### config.mk
export PLATFORM = sky130hd
export DESIGN_NAME = braid_collect_ctrl
export DESIGN_NICKNAME = d
export VERILOG_FILES = /design/src/rtl/braid_collect_ctrl.sv
export SDC_FILE = /design/constraint.sdc
export NUM_CORES = 1
export LEC_CHECK = 0
export CAP_MARGIN = 20
export CORE_ASPECT_RATIO = 1.5
export CORE_MARGIN = 3
export CORE_UTILIZATION = 50
export CTS_BUF_LIST = sky130_fd_sc_hd__clkbuf_8
export CTS_CLUSTER_DIAMETER = 40
export CTS_CLUSTER_SIZE = 25
export DETAILED_ROUTE_END_ITERATION = 8
export PLACE_DENSITY = 0.84
export SLEW_MARGIN = 20
export SYNTH_ARGS = -nofsm -noshare
export SYNTH_HDL_FRONTEND = slang
export SYNTH_SLANG_ARGS = --single-unit
export TNS_END_PERCENT = 10
### constraint.sdc
create_clock -name clk -period 3.85 [get_ports clk]
set_input_delay 0.77 -clock clk [delete_from_list [all_inputs] [get_ports clk]]
set_output_delay 0.77 -clock clk [all_outputs]
set_load 0.03 [all_outputs]
### src/rtl/braid_collect_ctrl.sv
// Braid output collection sweep: opens each lane valve in turn, waits for the stream to settle,
// samples the detector and hands the reading downstream. `BRAID_COLLECT_FLUSH_EN adds an inter-lane flush.
module braid_collect_ctrl #(
   parameter int LANES         = 4,
   parameter int SETTLE_CYCLES = 16,
   parameter int DATA_W        = 8,
   parameter int FLUSH_CYCLES  = 4
) (
   input  logic                     clk,
   input  logic                     rst,
   input  logic                     start,
   input  logic                     abort,
   output logic [LANES-1:0]         valve_o,
   output logic                     flush_o,
   output logic                     det_req,
   input  logic                     det_ack,
   input  logic [DATA_W-1:0]        det_data,
   output logic                     rd_valid,
   input  logic                     rd_ready,
   output logic [$clog2(LANES)-1:0] rd_lane,
   output logic [DATA_W-1:0]        rd_data,
   output logic                     busy,
   output logic                     done
);

   localparam int LANE_W  = $clog2(LANES);
   // One down-counter serves both settle and flush timing, so size it for the longer of the two.
   localparam int CNT_MAX = (SETTLE_CYCLES > FLUSH_CYCLES) ? SETTLE_CYCLES : FLUSH_CYCLES;
   localparam int CNT_W   = $clog2(CNT_MAX + 1);

   localparam logic [LANE_W-1:0] LAST_LANE   = LANE_W'(LANES - 1);
   localparam logic [CNT_W-1:0]  SETTLE_LOAD = CNT_W'(SETTLE_CYCLES - 1);

   typedef enum logic [2:0] {
      IDLE,
      SETTLE,
      SAMPLE,
      PUSH,
      FINISH
`ifdef BRAID_COLLECT_FLUSH_EN
      , FLUSH
`endif
   } state_t;

   state_t              state;
   logic [LANE_W-1:0]   lane;
   logic [CNT_W-1:0]    cnt;

   function automatic logic [LANES-1:0] lane_mask(input logic [LANE_W-1:0] l);
      return {{(LANES-1){1'b0}}, 1'b1} << l;
   endfunction

`ifdef BRAID_COLLECT_FLUSH_EN
   localparam logic [CNT_W-1:0] FLUSH_LOAD = CNT_W'(FLUSH_CYCLES - 1);
   logic flush_q;
   assign flush_o = flush_q;
`else
   assign flush_o = 1'b0;
`endif

   // NOTE: every output is a register updated in this one block with non-blocking assignments,
   // so outputs change only on the clock edge (or immediately on reset) and never glitch.
   always_ff @(posedge clk or posedge rst) begin
      if (rst) begin
         state    <= IDLE;
         lane     <= '0;
         cnt      <= '0;
         valve_o  <= '0;
         det_req  <= 1'b0;
         rd_valid <= 1'b0;
         rd_lane  <= '0;
         rd_data  <= '0;
         busy     <= 1'b0;
         done     <= 1'b0;
`ifdef BRAID_COLLECT_FLUSH_EN
         flush_q  <= 1'b0;
`endif
      end else if (abort && state != IDLE) begin
         // Abort outranks every other input and drops all drives without a done pulse.
         state    <= IDLE;
         lane     <= '0;
         cnt      <= '0;
         valve_o  <= '0;
         det_req  <= 1'b0;
         rd_valid <= 1'b0;
         busy     <= 1'b0;
         done     <= 1'b0;
`ifdef BRAID_COLLECT_FLUSH_EN
         flush_q  <= 1'b0;
`endif
      end else begin
         case (state)
            IDLE: begin
               if (start) begin
                  state   <= SETTLE;
                  lane    <= '0;
                  valve_o <= lane_mask('0);
                  cnt     <= SETTLE_LOAD;
                  busy    <= 1'b1;
               end
            end
            SETTLE: begin
               if (cnt == '0) begin
                  state   <= SAMPLE;
                  det_req <= 1'b1;
               end else begin
                  cnt <= cnt - 1'b1;
               end
            end
            SAMPLE: begin
               if (det_ack) begin
                  state    <= PUSH;
                  det_req  <= 1'b0;
                  rd_valid <= 1'b1;
                  rd_lane  <= lane;
                  rd_data  <= det_data;
               end
            end
            PUSH: begin
               if (rd_ready) begin
                  rd_valid <= 1'b0;
                  if (lane < LAST_LANE) begin
                     lane    <= lane + 1'b1;
`ifdef BRAID_COLLECT_FLUSH_EN
                     state   <= FLUSH;
                     valve_o <= '0;
                     flush_q <= 1'b1;
                     cnt     <= FLUSH_LOAD;
`else
                     state   <= SETTLE;
                     valve_o <= lane_mask(lane + 1'b1);
                     cnt     <= SETTLE_LOAD;
`endif
                  end else begin
                     state   <= FINISH;
                     valve_o <= '0;
                     done    <= 1'b1;
                  end
               end
            end
            FINISH: begin
               state <= IDLE;
               done  <= 1'b0;
               busy  <= 1'b0;
            end
`ifdef BRAID_COLLECT_FLUSH_EN
            FLUSH: begin
               // lane already points at the next lane here.
               if (cnt == '0) begin
                  state   <= SETTLE;
                  flush_q <= 1'b0;
                  valve_o <= lane_mask(lane);
                  cnt     <= SETTLE_LOAD;
               end else begin
                  cnt <= cnt - 1'b1;
               end
            end
`endif
            default: state <= IDLE;
         endcase
      end
   end

endmodule

==> run summary <==
* peak clock frequency supported by timing: 397 MHz
* final-report hold violation count: 0
* class of the tightest hold or removal check: reg2reg
* routed wire length: 3240 µm
* Avg WL per Cell: 15.3 µm
* final instance count without filler cells: 212
* unrepaired setup endpoints after global routing: false
* placeable core area: 0.00294 mm²
* max-cap violations: 0
* starting utilization of the core area: 52.6%
* FFs w/ async S/R, synth: 100%
* number of instances in the synthesized netlist: 143
* setup TNS: 0 ns
* category of the most critical setup path: in2reg
* clock insertion delay at the later pin of the skew report: 0.27 ns
* post-route worst hold slack: 0.516 ns
* Synth area leaders: dfrtp_1 (45%), mux2_2 (7.3%), ha_1 (4.0%), inv_1 (3.9%), a21oi_1 (2.9%)
* drt first-iter violations: 31
* crit share post-route: 65.5%
* count of inserted antenna diode cells: 0
* TritonCTS clock tree: built
* worst relative slew slack: 59.1%
* transition at the pin with the smallest max-transition slack: 0.610 ns
* data required time at the worst endpoint: 4.01 ns
* final number of setup-violating endpoints: 0
* number of port buffers: 31
* number of nets in the final layout: 193
* DR vias: 1168
* share of post-route cells with drive strength above 1: 15.6%
* first-pass GRT wire length: 5130 µm
* fill count: 248
* root buf cell: clkbuf_8
* pre-CTS WS: 1.06 ns
* Antenna Nets Post-Route: 0
* global routing usage summed across all routing layers: 17.6%
* Avg Cell Area, Syn: 10.8 µm²
* Max H-tree Level: 1
* top flip-flop cell by instance count after synthesis: dfrtp_1
* Max Root-Sink Buffers: 2
* Max Slew Vio Count: 0
* DRC violations left: 0
* Min Clock Period, post-route: 2.52 ns
* share of the core filled with cells: 65.7%
* count of warnings emitted by yosys: 0
* Top-Level Pins: 33
* startpoint class of the critical path: input port
* cts bufs inserted: 3
* status: finished clean
* Power Total: 1.04 mW
* clock-pin transition on the worst setup and hold timing paths: 0.09 ns
* pin count of the biggest net entering global routing: 29
* worst ir drop on vdd: 255 µV
* share of the synthesized area in the top cell type: 45.3%
* hpwl dp: 2400 µm
* Core Rows: 24
* P&R area growth vs syn: 25.0%
* hold-fix buffers at CTS: 0
* count of different cell masters after synthesis: 40
* Sinks on Clock Net: 28
* cell area after layout: 0.00193 mm²
* Worst Setup Slack, final: 1.33 ns
* Critical Path Sink Type: register
* antenna violations before repair: 0
* total power divided by cell area: 537 mW/mm²
* sequential fraction of the synthesis area: 45.3%
* total overflow reported by the global router: 0
* floorplan die width: 51.4 µm
* Critical Path AT: 2.68 ns
* Resized cells post-CTS: 0
* post-placement cell count: 207
* cell type contributing the most total cell area after synthesis: dfrtp_1
* Vert. Die Dim: 74.1 µm
* number of flops mapped to enable cells by yosys: 0
* post-synth net total: 162
* Seq cells post-synth: 28
* setup skew after layout: 0.00548 ns
* length of the first detailed-routing pass in iterations: 4
* postcts setup bufs: 0
* floorplan die area: 0.00381 mm²
* average vias per placed instance: 5.51
* Pleak: 0.859 nW
* vias in the first global route: 1201
* summed instance area of the synthesized netlist: 0.00155 mm²
* GP Congestion: 0.918
* post-place instance area: 0.00186 mm²
* maximum fanout along the worst path: 16
-- critical path, cell delays in order --
cell and delay [ns]:
clkdlybuf4s50_1 0.70, nor2b_1 0.30, and4_1 0.50, mux2_2 0.40
-- cells in the final DEF (no fill, tap or decap), drive strengths merged, types with 2 or more instances in the layout --
master,Yosys,final
ha,5,5
nor2,6,6
a2111oi,2,2
nand2b,4,4
inv,16,15
and3,3,3
mux2,12,12
nor2b,3,3
clkbuf,1,4
dfrtp,28,28
nor4b,2,2
o21a,2,2
o21ai,9,9
and4,2,2
a21oi,9,9
nand2,7,7
nor3,7,7
clkdlybuf4s50,0,31
mux2i,4,4
-- cell families after synthesis --
group,share of synthesized area [%]
and+or+nand+nor,17.5
AOI/OAI and AO/OA,14.5
DFF,45.3
buffers and inverters,6.63
muxes,11.8
adders and majority gates,4.04
other,0.242
-- where the power goes --
part | switching, mW | internal (mW)
clock network | 0.0897 | 0.0916
registers | 0.0720 | 0.359
logic | 0.227 | 0.200
-- per-layer routing --
layer,vias to the layer above,part of all wire [%],track usage [%]
met1,558,40,20.7
met4,0,3.3,11.1
met5,-,0,0
met3,10,3.0,1.20
li1,564,-,-
met2,36,54,30.6
-- cells in the mapped netlist, types with 2 or more instances --
library cell and number:
mux2_2 10, o21a_1 2, and4_1 2, nor3_1 7, nor2b_1 3, nand2b_1 4, a2111oi_2 2, mux2i_1 4
dfrtp_1 28, nor2_1 6, o21ai_2 2, buf_4 3, ha_1 5, nand2_1 7, o21ai_0 7, mux2_4 2
inv_1 16, and3_1 3, a21oi_1 9
-- state kept, by name, indices dropped and copies added, names as in the netlist, 2 cells and up --
| name | count |
|---|---|
| lane | 2 |
| cnt | 5 |
| valve_o | 4 |
| rd_data | 8 |
| rd_lane | 2 |
| state | 3 |
-- path summary, 6_finish.rpt --
path                                         from  slack [ns]  cells past startpoint                endpoint
max in group asynchronous                     rst        2.61                      3  rd_data[6]$_DFFE_PP0P_
hold / removal             rd_data[3]$_DFFE_PP0P_        0.52                      1  rd_data[3]$_DFFE_PP0P_
min in group asynchronous                     rst        0.79                      2  valve_o[2]$_DFFE_PP0P_
setup / recovery                            abort        1.33                      4  rd_data[6]$_DFFE_PP0P_
setup reg to reg             state[1]$_DFFE_PP0P_        1.92                      3  rd_data[6]$_DFFE_PP0P_
hold reg to reg            rd_data[3]$_DFFE_PP0P_        0.52                      1  rd_data[3]$_DFFE_PP0P_
-- area by class of cell --
| type | count | area (µm²) | share of cell area [%] |
|---|---|---|---|
| Timing Repair Buffer | 32 | 325 | 16.8 |
| Inverter | 16 | 60.1 | 3.10 |
| Sequential cell | 28 | 701 | 36.2 |
| Multi-Input combinational cell | 93 | 744 | 38.5 |
| Tap cell | 39 | 48.8 | 2.52 |
| Clock buffer | 4 | 55.1 | 2.85 |
Note: power is estimated with default switching activity, not from simulation.
